## src/rtl/timer_counter.sv

```systemverilog
// rtl/timer_counter.sv - 64-bit free-running timer counter with prescaler, byte-strobed writes and debug halt
module timer_counter #(
   parameter int DIV_MAX = 8,
   parameter int PRE_W   = 8
) (
   input  logic        sys_clk,
   input  logic        sys_rst,
   input  logic        timer_en,
   input  logic        div_en,
   input  logic [3:0]  div_val,
   input  logic        dbg_mode,
   input  logic        halt_req,
   input  logic        tdr0_wr_sel,
   input  logic        tdr1_wr_sel,
   input  logic [31:0] wdata,
   input  logic [3:0]  pstrb,
   output logic [63:0] cnt,
   output logic        cnt_en,
   output logic        halt_ack
);

   localparam logic [3:0] DIV_MAX_W = 4'(DIV_MAX);

   logic [PRE_W-1:0] prescaler;
   logic             timer_en_d;
   logic [3:0]       eff_div;
   logic [PRE_W:0]   one_sh;
   logic [PRE_W-1:0] limit;
   logic             wr_any;
   logic             pre_at_limit;
   logic             undivided;
   logic [31:0]      merged_lo;
   logic [31:0]      merged_hi;

   // Clamp the exponent and derive the terminal prescaler value for this cycle.
   always_comb begin
      eff_div = (div_val > DIV_MAX_W) ? DIV_MAX_W : div_val;
      one_sh  = {{PRE_W{1'b0}}, 1'b1} << eff_div;
      limit   = PRE_W'(one_sh - 1'b1);
   end

   // Increment qualifier: a register write always wins over counting in its cycle.
   always_comb begin
      wr_any       = tdr0_wr_sel | tdr1_wr_sel;
      pre_at_limit = (prescaler == limit);
      undivided    = ~div_en | (eff_div == 4'd0);
      cnt_en       = timer_en & ~halt_ack & ~wr_any & (undivided | pre_at_limit);
   end

   // Byte-lane merge of write data into each counter half.
   always_comb begin
      merged_lo = cnt[31:0];
      merged_hi = cnt[63:32];
      for (int i = 0; i < 4; i++) begin
         if (pstrb[i]) begin
            merged_lo[8*i +: 8] = wdata[8*i +: 8];
            merged_hi[8*i +: 8] = wdata[8*i +: 8];
         end
      end
   end

   // Halt acknowledge and enable history, both one cycle behind their inputs.
   always_ff @(posedge sys_clk) begin
      if (sys_rst) begin
         halt_ack   <= 1'b0;
         timer_en_d <= 1'b0;
      end else begin
         halt_ack   <= halt_req & dbg_mode;
         timer_en_d <= timer_en;
      end
   end

   // Prescaler: cleared when idle, frozen while halted so the phase survives a halt.
   always_ff @(posedge sys_clk) begin
      if (sys_rst) begin
         prescaler <= '0;
      end else if (!timer_en || !div_en) begin
         prescaler <= '0;
      end else if (halt_ack) begin
         prescaler <= prescaler;
      end else if (pre_at_limit) begin
         prescaler <= '0;
      end else begin
         prescaler <= prescaler + PRE_W'(1);
      end
   end

   // Counter: write, then clear on enable falling edge, then increment, else hold.
   always_ff @(posedge sys_clk) begin
      if (sys_rst) begin
         cnt <= '0;
      end else if (wr_any) begin
         if (tdr0_wr_sel) begin
            cnt[31:0] <= merged_lo;
         end
         if (tdr1_wr_sel) begin
            cnt[63:32] <= merged_hi;
         end
      end else if (timer_en_d && !timer_en) begin
         cnt <= '0;
      end else if (cnt_en) begin
         cnt <= cnt + 64'd1;
      end
   end

endmodule
```

## config.mk

```make
export PLATFORM = sky130hd
export DESIGN_NAME = timer_counter
export DESIGN_NICKNAME = d
export VERILOG_FILES = /design/src/rtl/timer_counter.sv
export SDC_FILE = /design/constraint.sdc
export NUM_CORES = 1
export LEC_CHECK = 0
export ABC_AREA = 1
export CORE_UTILIZATION = 40
export DETAILED_ROUTE_END_ITERATION = 6
export HOLD_SLACK_MARGIN = 0.08
export SYNTH_ARGS = -nofsm -noshare
export SYNTH_HDL_FRONTEND = slang
export SYNTH_SLANG_ARGS = --single-unit
```

## constraint.sdc

```tcl
create_clock -name sys_clk -period 6.35 [get_ports sys_clk]
set_input_delay 1.5875 -clock sys_clk [delete_from_list [all_inputs] [get_ports sys_clk]]
set_output_delay 1.5875 -clock sys_clk [all_outputs]
set_load 0.01 [all_outputs]
```

======== After elaboration in Yosys (flattened, before gate mapping) ========
Index checks and enable logic that the tools add are counted.
word-level totals
  logic and storage cells ................. 59
  input bits .............................. 48
  output and inout bits ................... 66
  bits in registers ....................... 74
operators by class
  shift operators ......................... 1
  order comparisons ....................... 1
  reductions and logical operators ........ 15
  equal/unequal tests ..................... 7
  mux-type cells .......................... 11
  bitwise operators ....................... 10
  add/sub/neg operators ................... 3
operators by type and width
  cell                   count
  $mux 64                3
  $add 64x1->64 const B  1
  $mux 32                2
  $mux 8                 5
  $reduce_and 3->1       8
  $ne 2x2->1 const B     6
  $add 8x1->8 const B    1
  $eq 8x8->1             1
  $shl 1x4->8 const A    1
  $sub 8x1->8 const B    1
  $and 1x1->1            4
  $gt 4x4->1 const B     1
  $logic_not 4->1        1
  $mux 4                 1
  $not 1->1              3
  $or 1x1->1             3
  $reduce_bool 3->1      1
  $logic_not 1->1        2
  $reduce_or 2->1        1
  $logic_and 1x1->1      1
  $logic_or 1x1->1       1

======== Logic depth before layout (Yosys ltp) ========
  depth in word-level cells ............... 10
  mapped depth ............................ 19
  gate-level depth less buffers ........... 18

======== Least setup slack after synthesis ========
Ideal clock, no wire load.
  path kind ............................... input to output
  start ................................... input div_val[0]
  end ..................................... output cnt_en
  stages on the path ...................... 14
  slack ................................... 1,820 ps
  path buffers ............................ 0
  data required time ...................... 4,762 ps
  arrival time ............................ 2,943 ps
  cells stage by stage .................... nor2_1 > nand2_2 > ha_1 > nand2_1 > inv_1 > nor2_1 > nand2_1 > nor2_1 > nand2_1 > nor2_2 > nand4_2 > nand2_2 > nand2_4 > inv_1
between the ends
  longest elaborated chain between the ends .. 7
  elaborated cells between the ends (all ways) .. 9
  classes of those cells .................. add/sub: 1; order compare: 1; eq/ne: 1; shift: 1; mux: 1; bitwise: 3; reduce/logical: 1
ends and longest elaborated chain
  element             line  source
  start: declaration  10    input logic [3:0] div_val,
  $gt 4x4->1          37    eff_div = (div_val > DIV_MAX_W) ? DIV_MAX_W : div_val;
  $mux 4 (*)          37
  $shl 1x4->8         38    one_sh = {{PRE_W{1'b0}}, 1'b1} << eff_div;
  $sub 8x1->8         39    limit = PRE_W'(one_sh - 1'b1);
  $eq 8x8->1          45    pre_at_limit = (prescaler == limit);
  $or 1x1->1 (*)      47    cnt_en = timer_en & ~halt_ack & ~wr_any & (undivided | pre_at_limit);
  $and 1x1->1 (*)     47
  end: declaration    18    output logic cnt_en,
Mark *: on every way between the ends. The rest lies on a longest branch, timed or not.

======== Worst setup path after layout ========
  start ................................... input div_val[3]
  end ..................................... output cnt_en
Same word-level chain as after synthesis.

==> summary.txt <==
Cells and area
  • P&R area growth vs syn: 26.67%
  • Ant diodes: 0
  • Final nets: 1236
  • Share of layout cells above drive strength 1: 0.04790
  • Utilization after layout: 0.5230

Synthesis
  • Yosys top cell by area: dfxtp_1
  • Syn Area/Cell: roughly 5.6 um2
  • Synth area leaders: dfxtp_1 25%, nand2_1 20%, nor2_1 11%
  • Synthesized area: 6023 um2
  • Top-count cell post-synth: nand2_1
  • Ys async rst share: 0
  • Sequential share of the synthesized area: 0.2459
  • Top FF cell, synth: dfxtp_1
  • Yosys top cell area share: 0.2459
  • Synth top cells by count: 325 x nand2_1, 176 x nor2_1, 133 x inv_1, 95 x nand3_1, 74 x dfxtp_1
  • Synth Instances: 1080
  • Synth Warn #: 0
  • Post-synth cell types: 40
  • Syn nets: 1131
  • Number of synthesized flops with an enable pin: 0
  • Synthesized flop and latch total: 74

Floorplanning
  • CORE AREA: 14590 um2
  • Area of the die: roughly 16000 um2
  • Die W: 124.7 um
  • Die Span Y: about 120 um
  • Row count: 44
  • Ports: 114
  • Initial core utilization: 0.4129

Pwr
  • Pwr dens: roughly 200 nW/um2
  • Peak supply drop: 0.1578 mV
  • Leakage: 0.003228 uW

Drt
  • DR vias: between 7000 and 8000
  • Via density: ~5.4
  • TritonRoute pass-1 iters: 7
  • Starting DRT DRC Count: around 700
  • Routed length per instance: about 17 um
  • Antenna Nets Post-Route: 0
  • # DRC: 0
  • Routed WL: 24.01 mm

Setup path
  • Reg2reg start: cnt[0]
  • Critical path required time: between 4 and 5 ns
  • Crit Reg-Reg Endpoint: cnt[48]
  • CP Data Arrival Time: between 4 and 5 ns
  • Worst-case reg-to-reg path depth: 14
  • CP Capture Type: output port
  • Critical path type: input pin to output port
  • Startpoint Class: input pin
  • R2r setup slk: 3.28 ns
  • Crit-path max FO: 6

STA
  • Max Slew Vio Count: 0
  • Hold Vio Cnt, Final: 0
  • Slew margin rel.: 0.3750
  • Clock skew: 0.01247 ns
  • Period utilization: 0.8961
  • Sum Neg Setup Slack: 0 ns
  • Setup violators final: 0
  • F_max: 175.7 MHz
  • Final Critical Period: 5.691 ns
  • Unrepaired setup endpoints after global routing: false
  • Slew @ Worst Pin: approximately 0.93 ns

GRT
  • First-pass GRT wire length: 36.80 mm
  • Vias in the first global route: 6496
  • Largest net degree at the start of global routing: 46
  • GRT Total Usage: 0.3080
  • Antenna violations before repair: 0
  • Gr ovfl total: 0

CTS
  • TritonCTS Buffers: 9
  • Clock Pin Slew Worst Setup and Hold Paths: around 0.060 ns
  • Clock Sinks: 74
  • Cts hold-fix bufs: 0
  • Htree depth: 3
  • CTS root buf: clkbuf_16
  • Setup Buffers After CTS: 0
  • Bufs on Longest Clock Path: 2
  • Clk_lat worst skew: approximately 0.36 ns
  • CTS tree: yes
  • CTS-repair resized insts: 0

Worst hold path
  • Hold path startpoint: prescaler[0]
  • Min-delay worst type: register to register
  • Hold Path Depth: 2
  • Worst Hold Endpoint: prescaler[0]

Outcome
  • Outcome: finished clean

Placement
  • DP Wirelength: roughly 19 mm
  • Port buffer count: 113
  • Placer Congestion: 0.9799

Job
  • Max-cap violations: 0
-- sequential cells by signal (all words and copies together) (netlist names) --
register	flops
cnt	64
halt_ack	1
timer_en_d	1
prescaler	8
-- metal layers --
metal	wire (um)	vias up	GRT usage
met5	0	-	0
met4	605	0	0.1042
met3	2105	38	0.06057
met2	10380	321	0.4657
met1	10920	3341	0.4330
li1	-	3687	-
-- logic make-up after synthesis --
logic type,after synthesis,share of synthesized area
buf+inv,165,0.1120
simple gates,710,0.5170
fa+ha+maj,3,0.006232
flops,74,0.2459
compound gates,120,0.1072
xor+xnor,8,0.01163
-- layout by cell type (no fill, tap or decap), drive strengths merged --
| cell | count |
|---|---|
| o21bai | 3 |
| and3 | 3 |
| o22ai | 1 |
| a21oi | 43 |
| nand2 | 335 |
| and2 | 2 |
| clkbuf | 9 |
| clkinvlp | 1 |
| a32oi | 1 |
| nand4 | 35 |
| xnor2 | 2 |
| clkdlybuf4s50 | 113 |
| nor4 | 3 |
| inv | 142 |
| a21boi | 5 |
| nand3 | 100 |
| o211ai | 2 |
| nor2 | 183 |
| nor3 | 42 |
| nor3b | 3 |
| dfxtp | 74 |
| o31ai | 5 |
| a31oi | 2 |
| buf | 6 |
| xor2 | 6 |
| clkinv | 1 |
| or2 | 4 |
| o21ai | 58 |
| ha | 3 |
| bufinv | 3 |
-- worst max-delay path: stages --
cell and delay [ns]:
clkdlybuf4s50_1 0.54, nor2_2 0.24, nand2_2 0.08, ha_1 0.32
nand2_1 0.07, inv_1 0.03, nor2_1 0.08, nand2_1 0.06
nor2_1 0.08, nand2_1 0.07, nor2_2 0.09, nand4_2 0.11
nand2_2 0.10, nand2_4 0.07, inv_1 0.06, clkdlybuf4s50_1 0.52
-- worst max-delay path by stage --
stage	endpoint	from	slack (ns)	depth (start not counted)
4_1_cts	cnt_en	div_val[3]	0.63	16
3_3_place_gp	cnt_en	div_val[3]	0.68	16
2_1_floorplan	cnt_en	div_val[0]	1.82	14
5_1_grt	cnt_en	div_val[3]	0.42	16
6_report	cnt_en	div_val[3]	0.66	16
3_5_place_dp	cnt_en	div_val[3]	0.65	16
-- report_power, final --
part           internal (uW)  switching, uW  leakage, uW  total [uW]
Sequential               500           56.1     0.000610         556
Combinational            150            195      0.00245         345
Clock                    389            236     0.000167         625
Total                   1040            488      0.00323        1530
-- area by class of cell --
class	instances	area [um2]
fillers	1588	6959
multi-input cells	841	3867
flip-flops and latches	74	1481
repair buffers	119	1176
inverters	140	525.5
well taps	184	230.2
clock buffers	9	225.2
clock inverters	7	123.9
-- stage by stage --
step                setup slack [ns]  power, uW  hold slack (ns)  cells  cell area [um2]
finish                        0.6595       1527           0.5259   1374             7630
global route                  0.4239       1589           0.5576   1374             7630
CTS                           0.6337       1529           0.5237   1374             7630
detailed placement            0.6527      907.5           0.5144   1358             7281
global placement              0.6760      907.9           0.5118   1358             7281
floorplan                      1.820      744.2           0.4745   1080             6023
Note: power is estimated with default switching activity, not from simulation.
